**src/rtl/tamagotchi_controlador.sv**
```systemverilog
`default_nettype none
// +--------------------------------------------------------------------------+
// | tamagotchi_controlador: tick timebase, per-need decay scheduler,         |
// | single-service action arbiter and life-state FSM.       Rev 1.0          |
// +--------------------------------------------------------------------------+
module tamagotchi_controlador #(
  parameter int TICK_CYCLES = 50000000,
  parameter int DECAY_TICKS = 5,
  parameter int TEST_DIV    = 10
) (
  input  logic       clk,
  input  logic       Bot_Reset,
  input  logic       Bot_Test,
  input  logic       Bot_Energia,
  input  logic       Bot_Medicina,
  input  logic       Entrada_Animo,
  input  logic       Entrada_Descanso,
  output logic [1:0] Nivel_Energia,
  output logic [1:0] Nivel_Animo,
  output logic [1:0] Nivel_Descanso,
  output logic [1:0] Nivel_Salud,
  output logic [1:0] Estado,
  output logic       Modo_Test
);

  localparam int TW = $clog2(TICK_CYCLES + 1);
  localparam int DW = $clog2(DECAY_TICKS + 1);
  localparam logic [TW-1:0] TICK_LAST_NORM = TW'(TICK_CYCLES - 1);
  localparam logic [TW-1:0] TICK_LAST_TEST = TW'(TICK_CYCLES / TEST_DIV - 1);
  localparam logic [DW-1:0] DECAY_LAST     = DW'(DECAY_TICKS - 1);

  // Button vector bits; the low three double as pending-flag indices.
  localparam int B_TEST = 3;
  localparam int P_MED  = 2;
  localparam int P_ENE  = 1;
  localparam int P_ANI  = 0;

  localparam int N_ENE = 0;
  localparam int N_ANI = 1;
  localparam int N_DES = 2;
  localparam int N_SAL = 3;

  typedef enum logic [1:0] {
    DESPIERTO = 2'd0,
    DORMIDO   = 2'd1,
    ENFERMO   = 2'd2,
    MUERTO    = 2'd3
  } estado_t;

  function automatic logic [1:0] sat_inc(input logic [1:0] v);
    return (v == 2'd3) ? v : v + 2'd1;
  endfunction

  function automatic logic [1:0] sat_dec(input logic [1:0] v);
    return (v == 2'd0) ? v : v - 2'd1;
  endfunction

  logic [3:0]         btn_in;
  logic [3:0]         btn_reg_q, btn_reg_d;
  logic [3:0]         btn_prev_q, btn_prev_d;
  logic [3:0]         pulse;
  logic [TW-1:0]      tick_cnt_q, tick_cnt_d;
  logic [TW-1:0]      tick_last;
  logic               modo_test_q, modo_test_d;
  logic [2:0]         pend_q, pend_d;
  logic [2:0]         accept, svc;
  logic [3:0][DW-1:0] dcnt_q, dcnt_d;
  logic [3:0][1:0]    lvl_q, lvl_d;
  logic [3:0]         cnt_en, step, svc_need;
  logic               alive, tick, sal_drop;
  estado_t            state_q, state_d;

  assign btn_in     = {Bot_Test, Bot_Medicina, Bot_Energia, Entrada_Animo};
  assign btn_reg_d  = btn_in;
  assign btn_prev_d = btn_reg_q;
  assign pulse      = btn_reg_q & ~btn_prev_q;
  assign alive      = (state_q != MUERTO);
  assign svc_need   = {svc[P_MED], 1'b0, svc[P_ANI], svc[P_ENE]};

  always_comb begin
    accept = 3'b000;
    case (state_q)
      DESPIERTO: accept = 3'b111;
      ENFERMO:   accept = 3'b100;
      default:   accept = 3'b000;
    endcase
    svc = 3'b000;
    if (pend_q[P_MED] && accept[P_MED])      svc[P_MED] = 1'b1;
    else if (pend_q[P_ENE] && accept[P_ENE]) svc[P_ENE] = 1'b1;
    else if (pend_q[P_ANI] && accept[P_ANI]) svc[P_ANI] = 1'b1;
    // Rejected flags drop immediately; losers stay pending for a later cycle.
    pend_d = (pend_q & accept & ~svc) | pulse[2:0];
  end

  always_comb begin
    modo_test_d = modo_test_q ^ pulse[B_TEST];
    tick_last   = modo_test_q ? TICK_LAST_TEST : TICK_LAST_NORM;
    tick        = alive && (tick_cnt_q == tick_last);
    if (pulse[B_TEST])  tick_cnt_d = '0;
    else if (!alive)    tick_cnt_d = tick_cnt_q;
    else if (tick)      tick_cnt_d = '0;
    else                tick_cnt_d = tick_cnt_q + TW'(1);

    cnt_en = {tick, tick, tick && (state_q != DORMIDO), tick};
    step   = '0;
    dcnt_d = dcnt_q;
    for (int i = 0; i < 4; i++) begin
      step[i] = cnt_en[i] && (dcnt_q[i] == DECAY_LAST);
      if (svc_need[i] || step[i]) dcnt_d[i] = '0;
      else if (cnt_en[i])         dcnt_d[i] = dcnt_q[i] + DW'(1);
    end

    sal_drop = step[N_SAL] && !svc_need[N_SAL] &&
               ((lvl_q[N_ENE] == 2'd0) || (lvl_q[N_DES] == 2'd0));

    lvl_d = lvl_q;
    if (svc_need[N_ENE])   lvl_d[N_ENE] = sat_inc(lvl_q[N_ENE]);
    else if (step[N_ENE])  lvl_d[N_ENE] = sat_dec(lvl_q[N_ENE]);
    if (svc_need[N_ANI])   lvl_d[N_ANI] = sat_inc(lvl_q[N_ANI]);
    else if (step[N_ANI])  lvl_d[N_ANI] = sat_dec(lvl_q[N_ANI]);
    if (step[N_DES])       lvl_d[N_DES] = (state_q == DORMIDO) ? sat_inc(lvl_q[N_DES])
                                                               : sat_dec(lvl_q[N_DES]);
    if (svc_need[N_SAL])   lvl_d[N_SAL] = sat_inc(lvl_q[N_SAL]);
    else if (sal_drop)     lvl_d[N_SAL] = sat_dec(lvl_q[N_SAL]);
  end

  always_comb begin
    state_d = state_q;
    case (state_q)
      DESPIERTO: begin
        if (lvl_q[N_SAL] <= 2'd1)                           state_d = ENFERMO;
        else if (Entrada_Descanso && lvl_q[N_DES] != 2'd3)  state_d = DORMIDO;
      end
      DORMIDO: begin
        if (lvl_q[N_SAL] <= 2'd1)                           state_d = ENFERMO;
        else if (!Entrada_Descanso || lvl_q[N_DES] == 2'd3) state_d = DESPIERTO;
      end
      ENFERMO: begin
        // Death coincides with the Salud step that empties the level.
        if (sal_drop && lvl_q[N_SAL] == 2'd1)               state_d = MUERTO;
        else if (lvl_q[N_SAL] == 2'd3)                      state_d = DESPIERTO;
      end
      default:                                              state_d = MUERTO;
    endcase
  end

  always_ff @(posedge clk) begin
    if (Bot_Reset) state_q <= DESPIERTO;
    else           state_q <= state_d;
  end

  always_ff @(posedge clk) begin
    if (Bot_Reset) begin
      btn_reg_q   <= '0;
      btn_prev_q  <= '0;
      tick_cnt_q  <= '0;
      modo_test_q <= 1'b0;
      pend_q      <= '0;
      dcnt_q      <= '0;
      lvl_q       <= {4{2'd3}};
    end else begin
      btn_reg_q   <= btn_reg_d;
      btn_prev_q  <= btn_prev_d;
      tick_cnt_q  <= tick_cnt_d;
      modo_test_q <= modo_test_d;
      pend_q      <= pend_d;
      dcnt_q      <= dcnt_d;
      lvl_q       <= lvl_d;
    end
  end

  assign Nivel_Energia  = lvl_q[N_ENE];
  assign Nivel_Animo    = lvl_q[N_ANI];
  assign Nivel_Descanso = lvl_q[N_DES];
  assign Nivel_Salud    = lvl_q[N_SAL];
  assign Estado         = state_q;
  assign Modo_Test      = modo_test_q;

endmodule
`default_nettype wire

```
**config.mk**
```make
export PLATFORM = sky130hd
export DESIGN_NAME = tamagotchi_controlador
export DESIGN_NICKNAME = d
export VERILOG_FILES = /design/src/rtl/tamagotchi_controlador.sv
export SDC_FILE = /design/constraint.sdc
export NUM_CORES = 1
export LEC_CHECK = 0
export BUFFER_PORTS_ARGS = -buffer_cell sky130_fd_sc_hd__buf_4
export CELL_PAD_IN_SITES_DETAIL_PLACEMENT = 1
export CELL_PAD_IN_SITES_GLOBAL_PLACEMENT = 1
export CORE_MARGIN = 2
export CORE_UTILIZATION = 39
export CTS_BUF_LIST = sky130_fd_sc_hd__clkbuf_8
export CTS_CLUSTER_DIAMETER = 40
export DETAILED_ROUTE_END_ITERATION = 7
export GPL_TIMING_DRIVEN = 0
export PLACE_DENSITY = 0.78
export SLEW_MARGIN = 20
export SYNTH_ARGS = -nofsm -noshare
export SYNTH_HDL_FRONTEND = slang
export SYNTH_SLANG_ARGS = --single-unit
```
**constraint.sdc**
```tcl
create_clock -name clk -period 4.2 [get_ports clk]
set_input_delay 0.21 -clock clk [delete_from_list [all_inputs] [get_ports clk]]
set_output_delay 0.21 -clock clk [all_outputs]
set_load 0.02 [all_outputs]
```
==> results.toml, run 1 <==
[outcome]
status = "finished clean"

[worst_setup_path]
crit_fanout = 10
setup.worst_path.class = "reg -> reg"
crit_path_top_delay_cell = "a2111o_1"
setup.worst_path.end_class = "register"
critPathTopFamily = "simple AND/OR/NAND/NOR gates"
required_ps = 4430
path_buf_inv = 2
path_cells = "ha_1, and2_1, nand3_1, a2111o_1, or2b_1, clkbuf_1, buf_2, nor2_1"
slowest_delay_ps = 470
start_kind = "register"
cp.arrival_ps = 2690

[finish]
fin_cells = 488
n_antenna_cell = 0
area_delta_synth_final_pct = 16.3
drive_gt1_frac = 0.127
final_nets = 400
postLayoutCoreUtil = 0.460

[placed_design]
io_buffer_count = 17
place_ws_ps = 1660
placedCellCount = 472
hpwl_um = 5540
gp_congestion = 0.783

[cts]
postCtsSetupRepairBufs = 0
clk_latency_ps = 360
cts.path.max_buffers = 2
cts_tree = "done"
htree_levels = 3
cts_root_buffer = "clkbuf_8"
cts-resized-gates = 0
clk_pin_slew_ps = 70
cts_buffers = 9
clock-sinks = 60
cts_hold_buf = 0

[global_routing]
first_global_vias = 2764
grt_pass1_wl_um = 13000
grt.overflow.total = 0
grt_max_degree = 13
antenna_found_initial = 0
grt_usage = 0.195

[sta]
fin_skew_ps = 12.2
fin_setup_tns_ps = 0
max_slew_margin = 0.341
finalHoldViolations = 0
fin_ws_ps = 1740
setup_viol = 0
min_period_ps = 2460
worst_pin_slew_ps = 975
period_share = 0.586
rsz0062_at_grt = "no"
timing.fmax_ghz = 0.407
slew_viol_final = 0

[synthesis]
yosys_most_used_dff = "dfxtp_1"
synth_top_family_by_area = "simple AND/OR/NAND/NOR gates"
postSynthNetCount = 372
synth-seq-cells = 60
synthSimpleGateAreaFrac = 0.308
synth_edf_count = 0
async_flop_share = 0
synthMuxAreaShare = 0.00333
synthAdderAreaFrac = 0.0499
synth_xor_area_frac = 0.0727
synth-compound-area-share = 0.121
netlist-cell-type-count = 56
postSynthAreaPerCell_sq_um = 8.53
syn_area_sq_um = 3010
yosysSeqAreaShare = 0.399
syn_inst = 353
yosys_warnings = 0

[floorplanning]
ios = 18
std_cell_rows = 32
core_sq_um = 7610
die_height_um = 91.9
die_x_um = 91.9
initial_utilization = 0.396
design.die.area_sq_um = 8440

[routing]
wl_per_cell_um = 15.8
routed_wl_um = 7730
ant_nets = 0
route.vias.total = 2663
remaining_drc_errors = 0
drt_first_pass_iters = 4
drt_iter0_drc = 49
via_per_inst = 5.46

[power]
p_leak_nw = 1.22
powerDensity_nw_per_um2 = 361
totalPowerFinal_mw = 1.26
peakVddDrop_uv = 193

[min_path]
hold_path.class = "in -> reg"

[run]
cap_viol_max_count = 0
cell families after synthesis:
group,after synthesis
AND/OR/NAND/NOR,170
adder cells (fa/ha/maj),12
buffers and inverters,33
flip-flops,60
AO/OA/AOI/OAI,52
XOR/XNOR,25
multiplexers,1
registers in the layout (all words and copies together) (netlist names):
| register | flops |
|---|---|
| tick_cnt_q | 26 |
| Nivel_Energia | 2 |
| Nivel_Animo | 2 |
| btn_prev_q | 4 |
| Estado | 2 |
| Nivel_Salud | 2 |
| btn_prev_d | 4 |
| dcnt_q | 12 |
| Nivel_Descanso | 2 |
| Modo_Test | 1 |
| pend_q | 3 |
worst register-to-register path, cell delays in order, from the launching register on:
cell      delay, ps
dfxtp_1         400
ha_1            200
and2_1          240
nand3_1         230
a2111o_1        470
or2b_1          170
clkbuf_1        250
buf_2           300
nor2_1           90
metrics by stage:
step	hold slack (ps)	area [sq um]
after floorplan	338	3010
after global placement	374	3270
after detailed placement	376	3270
after CTS	52.3	3500
after global routing	49.5	3500
final	61.6	3500
layout make-up:
type | count | area [sq um]
inverters | 18 | 67.6
well taps | 102 | 128
multi-input cells | 260 | 1670
fillers | 939 | 4110
repair buffers | 17 | 128
clock buffers | 10 | 138
plain buffers | 15 | 71.3
flip-flops and latches | 60 | 1200
clock inverters | 6 | 95.1
final timing paths:
check | start | slack, ps | cells after the start | to
max | tick_cnt_q[0]$_SDFFE_PP0P_ | 1740 | 8 | tick_cnt_q[8]$_SDFFE_PP0P_
min | Bot_Energia | 60 | 2 | btn_prev_d[1]$_SDFF_PP0_
max reg2reg | tick_cnt_q[0]$_SDFFE_PP0P_ | 1740 | 8 | tick_cnt_q[8]$_SDFFE_PP0P_
min reg2reg | btn_prev_q[2]$_SDFF_PP0_ | 400 | 1 | pend_q[2]$_SDFF_PP0_
where the power goes:
part           total (mW)  switching, mW  internal (mW)
combinational      0.0618         0.0363         0.0255
sequential          0.589         0.0101          0.579
clock               0.611          0.255          0.356
synth_stat cells, types with 2 or more instances:
library cell,instances,area [sq um]
and4b_1,2,20.0
nand4b_1,2,17.5
dfxtp_1,60,1200
and3_1,2,12.5
a21oi_1,18,90.1
nor4_1,5,31.3
nor3_1,18,90.1
and4_1,5,43.8
nor4b_1,2,17.5
and4bb_2,2,25.0
and2_1,4,25.0
a41oi_1,2,17.5
o31ai_1,2,15.0
a311oi_1,2,17.5
nand4_1,8,50.1
o21ai_0,9,45.0
xor2_1,5,43.8
or4_1,3,22.5
inv_1,18,67.6
o21bai_1,2,15.0
or2_2,3,18.8
nand3_1,20,100
ha_1,12,150
nand2b_1,6,37.5
nor2_1,39,146
buf_2,6,30.0
a31oi_1,3,18.8
clkbuf_1,7,26.3
nor2b_1,13,81.3
xnor2_1,20,175
nand2_1,26,97.6
nor3b_1,3,22.5
layout by cell type (no fill, tap or decap), drive strengths merged, types with 3 or more instances in the layout:
| cell | n |
|---|---|
| xnor2 | 20 |
| clkbuf | 17 |
| and2 | 4 |
| a21oi | 18 |
| nor2b | 13 |
| or2 | 3 |
| xor2 | 5 |
| nand2b | 6 |
| nand2 | 26 |
| and4 | 5 |
| nand4 | 9 |
| buf | 25 |
| dfxtp | 60 |
| inv | 20 |
| ha | 12 |
| nor3 | 18 |
| nand3 | 20 |
| or4 | 3 |
| nor2 | 39 |
| and4bb | 3 |
| nor4 | 5 |
| o21ai | 9 |
| a31oi | 3 |
| nor3b | 3 |
routing by layer:
metal / wire, um / GRT usage / vias up
li1: - / - / 1298
met1: 3400 / 0.222 / 1317
met2: 3970 / 0.349 / 39
met3: 238 / 0.0477 / 9
met4: 123 / 0.0746 / 0
met5: 0 / 0 / -
No activity file was read; power rests on OpenSTA's default activity.
==> inputs of run 2 (changes only) <==
ABC_AREA = 1   (was default)
PLACE_DENSITY = 0.8   (was 0.78)
clock period = 2.43 ns   (was 4.2 ns; I/O delays follow)
==> run 2 against run 1 <==
Effect of this change: via count increased by 8.9%; cell count is 17% higher; first-iteration DRC count is 76% higher; sequential power grew 71%; clock skew hardly changed; sequential cell count unchanged; critical path type unchanged; critical endpoint is now tick_cnt_q[1]$_SDFFE_PP0P_; highest routed layer unchanged.
==> results.toml, run 2 <==
[outcome]
status = "finished clean"

[placed_design]
placedCellCount = 552
gp_congestion = 0.883
hpwl_um = 6000
io_buffer_count = 17
placed_area_sq_um = 3330

[global_routing]
grt_usage = 0.207
antenna_found_initial = 0
grt_pass1_wl_um = 14000
first_global_vias = 3046
grt.overflow.total = 0
grt_max_degree = 11

[synthesis]
yosys_most_used_dff = "dfxtp_1"
postSynthAreaPerCell_sq_um = 7.11
yosysSeqAreaShare = 0.390
yosysTopAreaCellShare = 0.390
async_flop_share = 0
synth_top_cells_by_area = "dfxtp_1 (39%), nand2_1 (10%), inv_1 (8.4%)"
synthTopCellsByCount = "nand2_1 (82), inv_1 (69), dfxtp_1 (60)"
synth_edf_count = 0
synth-seq-cells = 60
netlist-cell-type-count = 36
synth_most_common_cell = "nand2_1"
syn_area_sq_um = 3080
syn_inst = 433
synth_top_cell_by_area = "dfxtp_1"
postSynthNetCount = 452
yosys_warnings = 0

[run]
cap_viol_max_count = 0

[cts]
postCtsSetupRepairBufs = 0
cts_buffers = 9
cts_tree = "done"
cts_root_buffer = "clkbuf_8"
clk_latency_ps = 350
cts_hold_buf = 5
cts.path.max_buffers = 2
cts-resized-gates = 0
clk_pin_slew_ps = 70
clock-sinks = 60
htree_levels = 3

[floorplanning]
std_cell_rows = 32
core_sq_um = 7690
die_x_um = 92.8
design.die.area_sq_um = 8620
ios = 18
die_height_um = 92.8
initial_utilization = 0.400

[power]
peakVddDrop_uv = 345
p_sw_mw = 0.474
p_leak_nw = 1.54
seq_power_share = 0.497
power.internal_mw = 1.55
combPwrFrac = 0.046
powerDensity_nw_per_um2 = 566
p_clk_frac = 0.457
switching_share = 0.234

[sta]
worst_pin_slew_ps = 541
slew_viol_final = 0
period_share = 0.809
setup_viol = 0
fin_skew_ps = 11.7
fin_setup_tns_ps = 0
timing.fmax_ghz = 0.509
rsz0062_at_grt = "no"
finalHoldViolations = 0
max_slew_margin = 0.640
min_period_ps = 1970

[finish]
layout_commonest_cell = "nand2_1"
fillCellCount = 1008
n_antenna_cell = 0
area_delta_synth_final_pct = 16.4
most-common-layout-cells = "nand2_1 (82), inv_1 (69), dfxtp_1 (60)"
fin_cells = 572
top_regs = "tick_cnt_q (26), dcnt_q (12)"
ff_latch_area_sq_um = 1200
largest_reg_flops = 26
post-route-cell-area_sq_um = 3580
drive_gt1_frac = 0.123
largest-register = "tick_cnt_q"
postLayoutCoreUtil = 0.466
multi_input_area_sq_um = 1580
final_nets = 485

[routing]
remaining_drc_errors = 0
drt-met1-wl_um = 3640
route.vias.total = 2900
maxUsedRoutingLayer = "met4"
ant_nets = 0
via_per_inst = 5.07
wl_per_cell_um = 14.0
drt_first_pass_iters = 4
wl_met2_um = 3910
wl_met3_um = 341
routed_wl_um = 8030
drt_iter0_drc = 86

[worst_setup_path]
required_ps = 2650
cp.arrival_ps = 2190
path_buf_inv = 2
path_cells = "ha_1, nand2_1, inv_1, nand2_2, nor2_1, nand2_1, nor2_2, nand2_4, nand2_2, buf_2, o21ai_0"
crit_path_top_delay_cell = "dfxtp_1"
start_kind = "register"
setup.worst_path.end_class = "register"
crit_fanout = 10
slowest_delay_ps = 380
critPathTopFamily = "simple AND/OR/NAND/NOR gates"
setup.worst_path.class = "reg -> reg"

[min_path]
hold_path.class = "in -> reg"
==> run 2: cell count changes after synthesis, sizes merged, moves of 13 or more <==
cell and delta:
nand2 +63, o21ai +13, nor2 +25, inv +54, xnor2 -18, nor2b -13
nand3 +17
==> run 2: power by group through the flow <==
stage / clock network, mW / logic (mW) / registers [mW]
floorplan: 0 / 0.0503 / 1.03
global placement: 0 / 0.0836 / 1.03
detailed placement: 0 / 0.0874 / 1.03
CTS: 0.948 / 0.0944 / 1.01
global route: 0.999 / 0.108 / 1.01
finish: 0.927 / 0.0934 / 1.01
==> run 2: layout make-up <==
type	instances	share of cell area
timing repair buffer	22	0.0496
inverter	72	0.0761
tap	102	0.0356
clock buffer	11	0.0423
buffer	4	0.00664
clock inverter	4	0.0136
sequential	60	0.335
multi-input combinational	297	0.441
==> run 2: worst paths after layout <==
path | startpoint | endpoint | slack (ps) | depth (start not counted)
max | tick_cnt_q[0]$_SDFFE_PP0P_ | tick_cnt_q[1]$_SDFFE_PP0P_ | 460 | 11
min | Entrada_Descanso | Estado[0]$_SDFFE_PP0P_ | 60 | 3
max reg2reg | tick_cnt_q[0]$_SDFFE_PP0P_ | tick_cnt_q[1]$_SDFFE_PP0P_ | 460 | 11
min reg2reg | btn_prev_q[2]$_SDFF_PP0_ | pend_q[2]$_SDFF_PP0_ | 400 | 1
==> run 2: cells by family (layout without fill, tap and decap cells) <==
group,count (synthesis),count (layout),share of synthesized area
simple gates,218,218,0.333
buf+inv,76,113,0.0964
flops,60,60,0.390
compound gates,57,57,0.103
fa+ha+maj,12,12,0.0488
xor+xnor,10,10,0.0285
==> run 2: metal layers <==
layer / global-route usage / up-vias
met5: 0 / -
met4: 0.0870 / 0
met3: 0.0464 / 15
met2: 0.347 / 43
met1: 0.255 / 1386
li1: - / 1456
==> run 2: worst min-delay path, delay by kind of cell <==
kind | cells | cell delay, ps
simple gates | 1 | 70
compound gates | 1 | 60
buf+inv | 1 | 110
==> run 2: stage by stage <==
| step | worst slack [ps] | hold slack (ps) | power (mW) |
|---|---|---|---|
| finish | 464 | 62.0 | 2.03 |
| global route | 245 | 72.0 | 2.12 |
| CTS | 471 | 52.4 | 2.05 |
| detailed placement | 493 | 332 | 1.12 |
| global placement | 537 | 324 | 1.11 |
| floorplan | 819 | 191 | 1.08 |
